--- config.mk ---
export PLATFORM = sky130hd
export DESIGN_NAME = id_decode
export DESIGN_NICKNAME = d
export VERILOG_FILES = /design/src/rtl/id_decode.sv
export SDC_FILE = /design/constraint.sdc
export NUM_CORES = 1
export LEC_CHECK = 0
export BUFFER_PORTS_ARGS = -buffer_cell sky130_fd_sc_hd__buf_4
export CORE_MARGIN = 5
export CORE_UTILIZATION = 51
export DETAILED_ROUTE_END_ITERATION = 7
export GPL_TIMING_DRIVEN = 1
export PLACE_DENSITY = 0.85
export SYNTH_ARGS = -nofsm -noshare
export SYNTH_HDL_FRONTEND = slang
export SYNTH_SLANG_ARGS = --single-unit
export TNS_END_PERCENT = 1
--- constraint.sdc ---
create_clock -name i_clk -period 1.8 [get_ports i_clk]
set_clock_uncertainty 0.05 [all_clocks]
set_input_delay 0.45 -clock i_clk [delete_from_list [all_inputs] [get_ports i_clk]]
set_output_delay 0.45 -clock i_clk [all_outputs]
set_load 0.03 [all_outputs]
--- src/rtl/id_decode.sv ---
// id_decode: RV32I decode stage. Combinational field expansion of the fetched
// word, followed by a registered output slot backed by a one-entry skid buffer
// so that o_ready can be a plain register while throughput stays at one word
// per cycle.
module id_decode #(
  parameter logic [5:0] ILLEGAL_OP = 6'd63
) (
  input  logic        i_clk,
  input  logic        i_rst_n,
  input  logic        i_flush,
  input  logic        i_valid,
  output logic        o_ready,
  input  logic [31:0] i_instr,
  input  logic [31:0] i_pc,
  output logic        o_valid,
  input  logic        i_ready,
  output logic [5:0]  o_op,
  output logic [4:0]  o_rd,
  output logic [4:0]  o_rs1,
  output logic [4:0]  o_rs2,
  output logic [31:0] o_imm,
  output logic [31:0] o_pc,
  output logic        o_rs1_used,
  output logic        o_rs2_used,
  output logic        o_illegal
);

  typedef struct packed {
    logic [5:0]  op;
    logic [4:0]  rd;
    logic [4:0]  rs1;
    logic [4:0]  rs2;
    logic [31:0] imm;
    logic [31:0] pc;
    logic        rs1_used;
    logic        rs2_used;
    logic        illegal;
  } dec_t;

  typedef enum logic [1:0] {EMPTY, ONE, TWO} state_t;

  // Raw instruction fields and immediate candidates
  logic [6:0]  opcode;
  logic [2:0]  funct3;
  logic [6:0]  funct7;
  logic [4:0]  rd_f, rs1_f, rs2_f;
  logic [31:0] imm_i, imm_s, imm_b, imm_u, imm_j, imm_sh;

  assign opcode = i_instr[6:0];
  assign funct3 = i_instr[14:12];
  assign funct7 = i_instr[31:25];
  assign rd_f   = i_instr[11:7];
  assign rs1_f  = i_instr[19:15];
  assign rs2_f  = i_instr[24:20];
  assign imm_i  = {{20{i_instr[31]}}, i_instr[31:20]};
  assign imm_s  = {{20{i_instr[31]}}, i_instr[31:25], i_instr[11:7]};
  assign imm_b  = {{19{i_instr[31]}}, i_instr[31], i_instr[7], i_instr[30:25], i_instr[11:8], 1'b0};
  assign imm_u  = {i_instr[31:12], 12'b0};
  assign imm_j  = {{11{i_instr[31]}}, i_instr[31], i_instr[19:12], i_instr[20], i_instr[30:21], 1'b0};
  assign imm_sh = {27'b0, i_instr[24:20]};

  logic [5:0]  d_op;
  logic [4:0]  d_rd, d_rs1, d_rs2;
  logic [31:0] d_imm;
  logic        d_rs1_used, d_rs2_used, d_legal;
  dec_t        dec;

  // Decode the incoming word; anything not matched stays illegal with zeroed fields
  always_comb begin
    d_op = ILLEGAL_OP; d_rd = '0; d_rs1 = '0; d_rs2 = '0; d_imm = '0;
    d_rs1_used = 1'b0; d_rs2_used = 1'b0; d_legal = 1'b0;
    case (opcode)
      7'b0110111: begin d_legal = 1'b1; d_op = 6'd0; d_rd = rd_f; d_imm = imm_u; end
      7'b0010111: begin d_legal = 1'b1; d_op = 6'd1; d_rd = rd_f; d_imm = imm_u; end
      7'b1101111: begin d_legal = 1'b1; d_op = 6'd2; d_rd = rd_f; d_imm = imm_j; end
      7'b1100111: if (funct3 == 3'b000) begin
        d_legal = 1'b1; d_op = 6'd3; d_rd = rd_f; d_rs1 = rs1_f; d_imm = imm_i; d_rs1_used = 1'b1;
      end
      7'b1100011: begin
        d_rs1 = rs1_f; d_rs2 = rs2_f; d_imm = imm_b; d_rs1_used = 1'b1; d_rs2_used = 1'b1;
        case (funct3)
          3'b000: begin d_legal = 1'b1; d_op = 6'd10; end
          3'b001: begin d_legal = 1'b1; d_op = 6'd11; end
          3'b100: begin d_legal = 1'b1; d_op = 6'd12; end
          3'b101: begin d_legal = 1'b1; d_op = 6'd13; end
          3'b110: begin d_legal = 1'b1; d_op = 6'd14; end
          3'b111: begin d_legal = 1'b1; d_op = 6'd15; end
          default: ;
        endcase
      end
      7'b0000011: begin
        d_rd = rd_f; d_rs1 = rs1_f; d_imm = imm_i; d_rs1_used = 1'b1;
        case (funct3)
          3'b000: begin d_legal = 1'b1; d_op = 6'd20; end
          3'b001: begin d_legal = 1'b1; d_op = 6'd21; end
          3'b010: begin d_legal = 1'b1; d_op = 6'd22; end
          3'b100: begin d_legal = 1'b1; d_op = 6'd23; end
          3'b101: begin d_legal = 1'b1; d_op = 6'd24; end
          default: ;
        endcase
      end
      7'b0100011: begin
        d_rs1 = rs1_f; d_rs2 = rs2_f; d_imm = imm_s; d_rs1_used = 1'b1; d_rs2_used = 1'b1;
        case (funct3)
          3'b000: begin d_legal = 1'b1; d_op = 6'd25; end
          3'b001: begin d_legal = 1'b1; d_op = 6'd26; end
          3'b010: begin d_legal = 1'b1; d_op = 6'd27; end
          default: ;
        endcase
      end
      7'b0010011: begin
        d_rd = rd_f; d_rs1 = rs1_f; d_imm = imm_i; d_rs1_used = 1'b1; d_legal = 1'b1;
        case (funct3)
          3'b000: d_op = 6'd30;
          3'b010: d_op = 6'd31;
          3'b011: d_op = 6'd32;
          3'b100: d_op = 6'd33;
          3'b110: d_op = 6'd34;
          3'b111: d_op = 6'd35;
          3'b001: begin d_op = 6'd36; d_imm = imm_sh; d_legal = (funct7 == 7'b0000000); end
          default: begin
            d_imm = imm_sh;
            d_op  = funct7[5] ? 6'd38 : 6'd37;
            d_legal = (funct7 == 7'b0000000) || (funct7 == 7'b0100000);
          end
        endcase
      end
      7'b0110011: begin
        d_rd = rd_f; d_rs1 = rs1_f; d_rs2 = rs2_f; d_rs1_used = 1'b1; d_rs2_used = 1'b1;
        // SUB and SRA are the only R-type ops with an alternate funct7
        d_legal = (funct7 == 7'b0000000) ||
                  ((funct7 == 7'b0100000) && (funct3 == 3'b000 || funct3 == 3'b101));
        case (funct3)
          3'b000: d_op = funct7[5] ? 6'd41 : 6'd40;
          3'b001: d_op = 6'd42;
          3'b010: d_op = 6'd43;
          3'b011: d_op = 6'd44;
          3'b100: d_op = 6'd45;
          3'b101: d_op = funct7[5] ? 6'd47 : 6'd46;
          3'b110: d_op = 6'd48;
          default: d_op = 6'd49;
        endcase
      end
      default: ;
    endcase
    if (!d_legal) begin
      d_op = ILLEGAL_OP; d_rd = '0; d_rs1 = '0; d_rs2 = '0; d_imm = '0;
      d_rs1_used = 1'b0; d_rs2_used = 1'b0;
    end
  end

  assign dec = '{op: d_op, rd: d_rd, rs1: d_rs1, rs2: d_rs2, imm: d_imm, pc: i_pc,
                 rs1_used: d_rs1_used, rs2_used: d_rs2_used, illegal: ~d_legal};

  state_t state_reg, state_next;
  dec_t   out_reg, skid_reg;
  logic   accept, consume;
  logic   load_out_dec, load_out_skid, load_skid;

  assign o_ready = (state_reg != TWO);
  assign o_valid = (state_reg != EMPTY);
  assign accept  = i_valid & o_ready;
  assign consume = o_valid & i_ready;

  // Next-state and slot load controls; flush overrides every other transition
  always_comb begin
    state_next = state_reg;
    load_out_dec = 1'b0; load_out_skid = 1'b0; load_skid = 1'b0;
    if (i_flush) begin
      state_next = EMPTY;
    end else begin
      case (state_reg)
        EMPTY: if (accept) begin state_next = ONE; load_out_dec = 1'b1; end
        ONE: begin
          if (accept && consume)  load_out_dec = 1'b1;
          else if (accept)        begin state_next = TWO; load_skid = 1'b1; end
          else if (consume)       state_next = EMPTY;
        end
        TWO: if (consume) begin state_next = ONE; load_out_skid = 1'b1; end
        default: state_next = EMPTY;
      endcase
    end
  end

  // Occupancy state register
  always_ff @(posedge i_clk or negedge i_rst_n) begin
    if (!i_rst_n) state_reg <= EMPTY;
    else          state_reg <= state_next;
  end

  // Output slot and skid buffer data
  always_ff @(posedge i_clk or negedge i_rst_n) begin
    if (!i_rst_n) begin
      out_reg  <= '0;
      skid_reg <= '0;
    end else begin
      if (load_out_dec)       out_reg <= dec;
      else if (load_out_skid) out_reg <= skid_reg;
      if (load_skid)          skid_reg <= dec;
    end
  end

  assign o_op       = out_reg.op;
  assign o_rd       = out_reg.rd;
  assign o_rs1      = out_reg.rs1;
  assign o_rs2      = out_reg.rs2;
  assign o_imm      = out_reg.imm;
  assign o_pc       = out_reg.pc;
  assign o_rs1_used = out_reg.rs1_used;
  assign o_rs2_used = out_reg.rs2_used;
  assign o_illegal  = out_reg.illegal;

endmodule

==> results.sh <==
export IMPL_antenna_found_initial=0
export IMPL_core_area_um2=17180
export IMPL_synthFlopType="dfrtp_1"
export IMPL_netlist_area_um2=8865
export IMPL_critPathRequiredTime_ns=2.04
export IMPL_rsz0062_at_grt="yes"
export IMPL_clk_latency_ns=0.43
export IMPL_synth_fp_nets=1034
export IMPL_place_congestion=0.8971
export IMPL_io_buffers=158
export IMPL_numCtsBuffers=17
export IMPL_rows=48
export IMPL_ys_ff_latch=178
export IMPL_relSlewSlack_pct=72.10
export IMPL_vdd_drop_max_mv=0.7469
export IMPL_crit_arrival_ns=2.26
export IMPL_max_freq_mhz=494.0
export IMPL_swShare_pct=29.36
export IMPL_place_area_um2=11270
export IMPL_yosys_area_top_type="dfrtp_1"
export IMPL_final_cell_mix="nand2_1, buf_4, dfrtp_1, a21oi_1, a22oi_1"
export IMPL_yosys_area_top_type_share_pct=50.25
export IMPL_ys_types=68
export IMPL_ioPinCount=159
export IMPL_period_needed_ns=2.024
export IMPL_setup_viol=34
export IMPL_fin_nets=1271
export IMPL_synth_warnings=0
export IMPL_clock_tree_root_cell="clkbuf_16"
export IMPL_final_layout_size_suffix_gt1_share_pct=35.80
export IMPL_tightest_slew_ns=0.4160
export IMPL_drv_slew=0
export IMPL_power_frac_seq_pct=44.6
export IMPL_cts_tree="done"
export IMPL_async_flop_share_pct=100.0
export IMPL_dieArea_um2=20120
export IMPL_hpwl_mm=19.13
export IMPL_max_cap_violations=0
export IMPL_finalCritPeriodShare_pct=112.5
export IMPL_pwr_share_comb_pct=19.3
export IMPL_syn_avg_cell_area_um2=9.186
export IMPL_largest_register_ffs=88
export IMPL_finalInstanceArea_um2=12330
export IMPL_path_clk_slew_ns=0.07
export IMPL_grt_first_pass_wirelength_mm=43.17
export IMPL_die_w_um=141.8
export IMPL_syn_instance_count=965
export IMPL_synth_edf_count=0
export IMPL_drtIter0Drc=916
export IMPL_vias_per_cell=6.040
export IMPL_syn_to_final_growth_pct=39.08
export IMPL_die_height_um=141.8
export IMPL_critical_path_class="input pin to flip-flop"
export IMPL_overflow=0
export IMPL_hold_viol=0
export IMPL_p_sw_mw=3.060
export IMPL_grt_max_degree=58
export IMPL_p_int_mw=7.362
export IMPL_grt_pass1_vias=8243
export IMPL_drc=0
export IMPL_drtPass1Iterations=6
export IMPL_end_kind="flip-flop"
export IMPL_wirelength_mm=28.85
export IMPL_htreeDepth=4
export IMPL_routedWlPerCell_um=20.04
export IMPL_grt_usage_pct=26.80
export IMPL_power_density_nw_per_um2=845.3
export IMPL_violations="setup timing"
export IMPL_place_ws_ns=-0.4817
export IMPL_layout_setup_ws_ns=-0.2243
export IMPL_power_leakage_nw=5.914
export IMPL_final_common_cell="nand2_1"
export IMPL_path_max_fanout=7
export IMPL_clkPwrFrac_pct=36.1
export IMPL_dr_total_vias=8698
export IMPL_yosysSeqAreaShare_pct=50.25
export IMPL_n_antenna_cell=0
export IMPL_status="complete, but fails checks"
export IMPL_clkSinkCount=178
export IMPL_synthTopCellsByArea="dfrtp_1, nand2_1, o31ai_1"
export IMPL_start_util_pct=51.61
export IMPL_min_delay_path_class="input pin to flip-flop"
export IMPL_clk_path_buf_depth=2
export IMPL_drtAntennaViolNets=0
export IMPL_startpoint_type="input pin"
-- through the flow --
stage | hold slack (ns) | instances | TNS [ns] | utilization [%] | power (mW)
after detailed placement | 0.3198 | 1389 | -41.63 | 65.64 | 6.668
after global routing | 0.1713 | 1440 | -4.969 | 71.78 | 10.83
after CTS | 0.1601 | 1425 | -0.04930 | 69.55 | 10.39
after global placement | 0.3256 | 1389 | -37.09 | 65.64 | 6.581
final | 0.1757 | 1440 | -0.9864 | 71.78 | 10.42
after floorplan | 0.1044 | 965 | -8.146 | - | 5.682
-- cell type report --
type / instances / area (um2)
clock buffer: 22 / 464.2
clock inverter: 10 / 125.1
fill: 1196 / 4847
inverter: 6 / 22.52
multi-input combinational: 699 / 4275
sequential: 178 / 4456
tap: 225 / 281.5
timing repair buffer: 300 / 2705
-- routing by layer --
metal	part of all wire [%]	vias up	track usage, %	wire length (um)
li1	-	3856	-	-
met3	9.5	103	5.123	2731
met1	38	4216	35.69	11030
met2	49	523	44.56	14010
met5	0	-	0	0
met4	3.7	0	8.434	1078
-- power groups by stage --
| stage | clock network (mW) | registers, mW | logic [mW] |
|---|---|---|---|
| CTS | 3.77 | 4.64 | 1.98 |
| detailed placement | 0 | 4.72 | 1.95 |
| global route | 3.96 | 4.69 | 2.18 |
| finish | 3.76 | 4.65 | 2.02 |
| global placement | 0 | 4.68 | 1.90 |
| floorplan | 0 | 5.01 | 0.676 |
-- cells in the mapped netlist (15+ instances only) --
cell type / number
o21ai_0: 18
buf_2: 26
mux2_2: 15
a21oi_1: 45
a22oi_1: 36
a31oi_1: 16
and3_1: 26
clkbuf_1: 41
nand2_1: 333
nor2_1: 17
dfrtp_1: 178
o31ai_1: 37
-- what timing repair did --
action,CTS,global route
hold endpoints to repair,30,0
setup buffers,3,12
cloned,0,3
pin swaps,6,1
setup endpoints to repair,34,103
gates resized for setup,12,59
hold buffers,1,0
-- worst paths after layout --
check / from / end / slack (ns) / cells after the start
max reg2reg: state_reg[1] / skid_reg[2] / -0.13 / 5
max in group asynchronous: i_rst_n / state_reg[0] / 0.72 / 3
min in group asynchronous: i_rst_n / o_pc[8] / 0.44 / 2
min: i_pc[31] / skid_reg[34] / 0.18 / 3
min reg2reg: skid_reg[19] / skid_reg[19] / 0.43 / 2
max: i_instr[28] / skid_reg[2] / -0.22 / 9
-- worst max-delay path: stages --
cell     delay, ns
buf_4         0.12
nor4_4        0.36
buf_4         0.20
and3_4        0.18
and3_4        0.26
buf_4         0.14
o31ai_2       0.05
buf_4         0.17
o21ai_0       0.33
-- logic make-up after synthesis --
family	Yosys count	synth area share, %
buf+inv	88	4.601
simple gates	432	21.44
compound gates	241	20.57
mux	26	3.148
flops	178	50.25
Power figures use the tool's default switching activity.
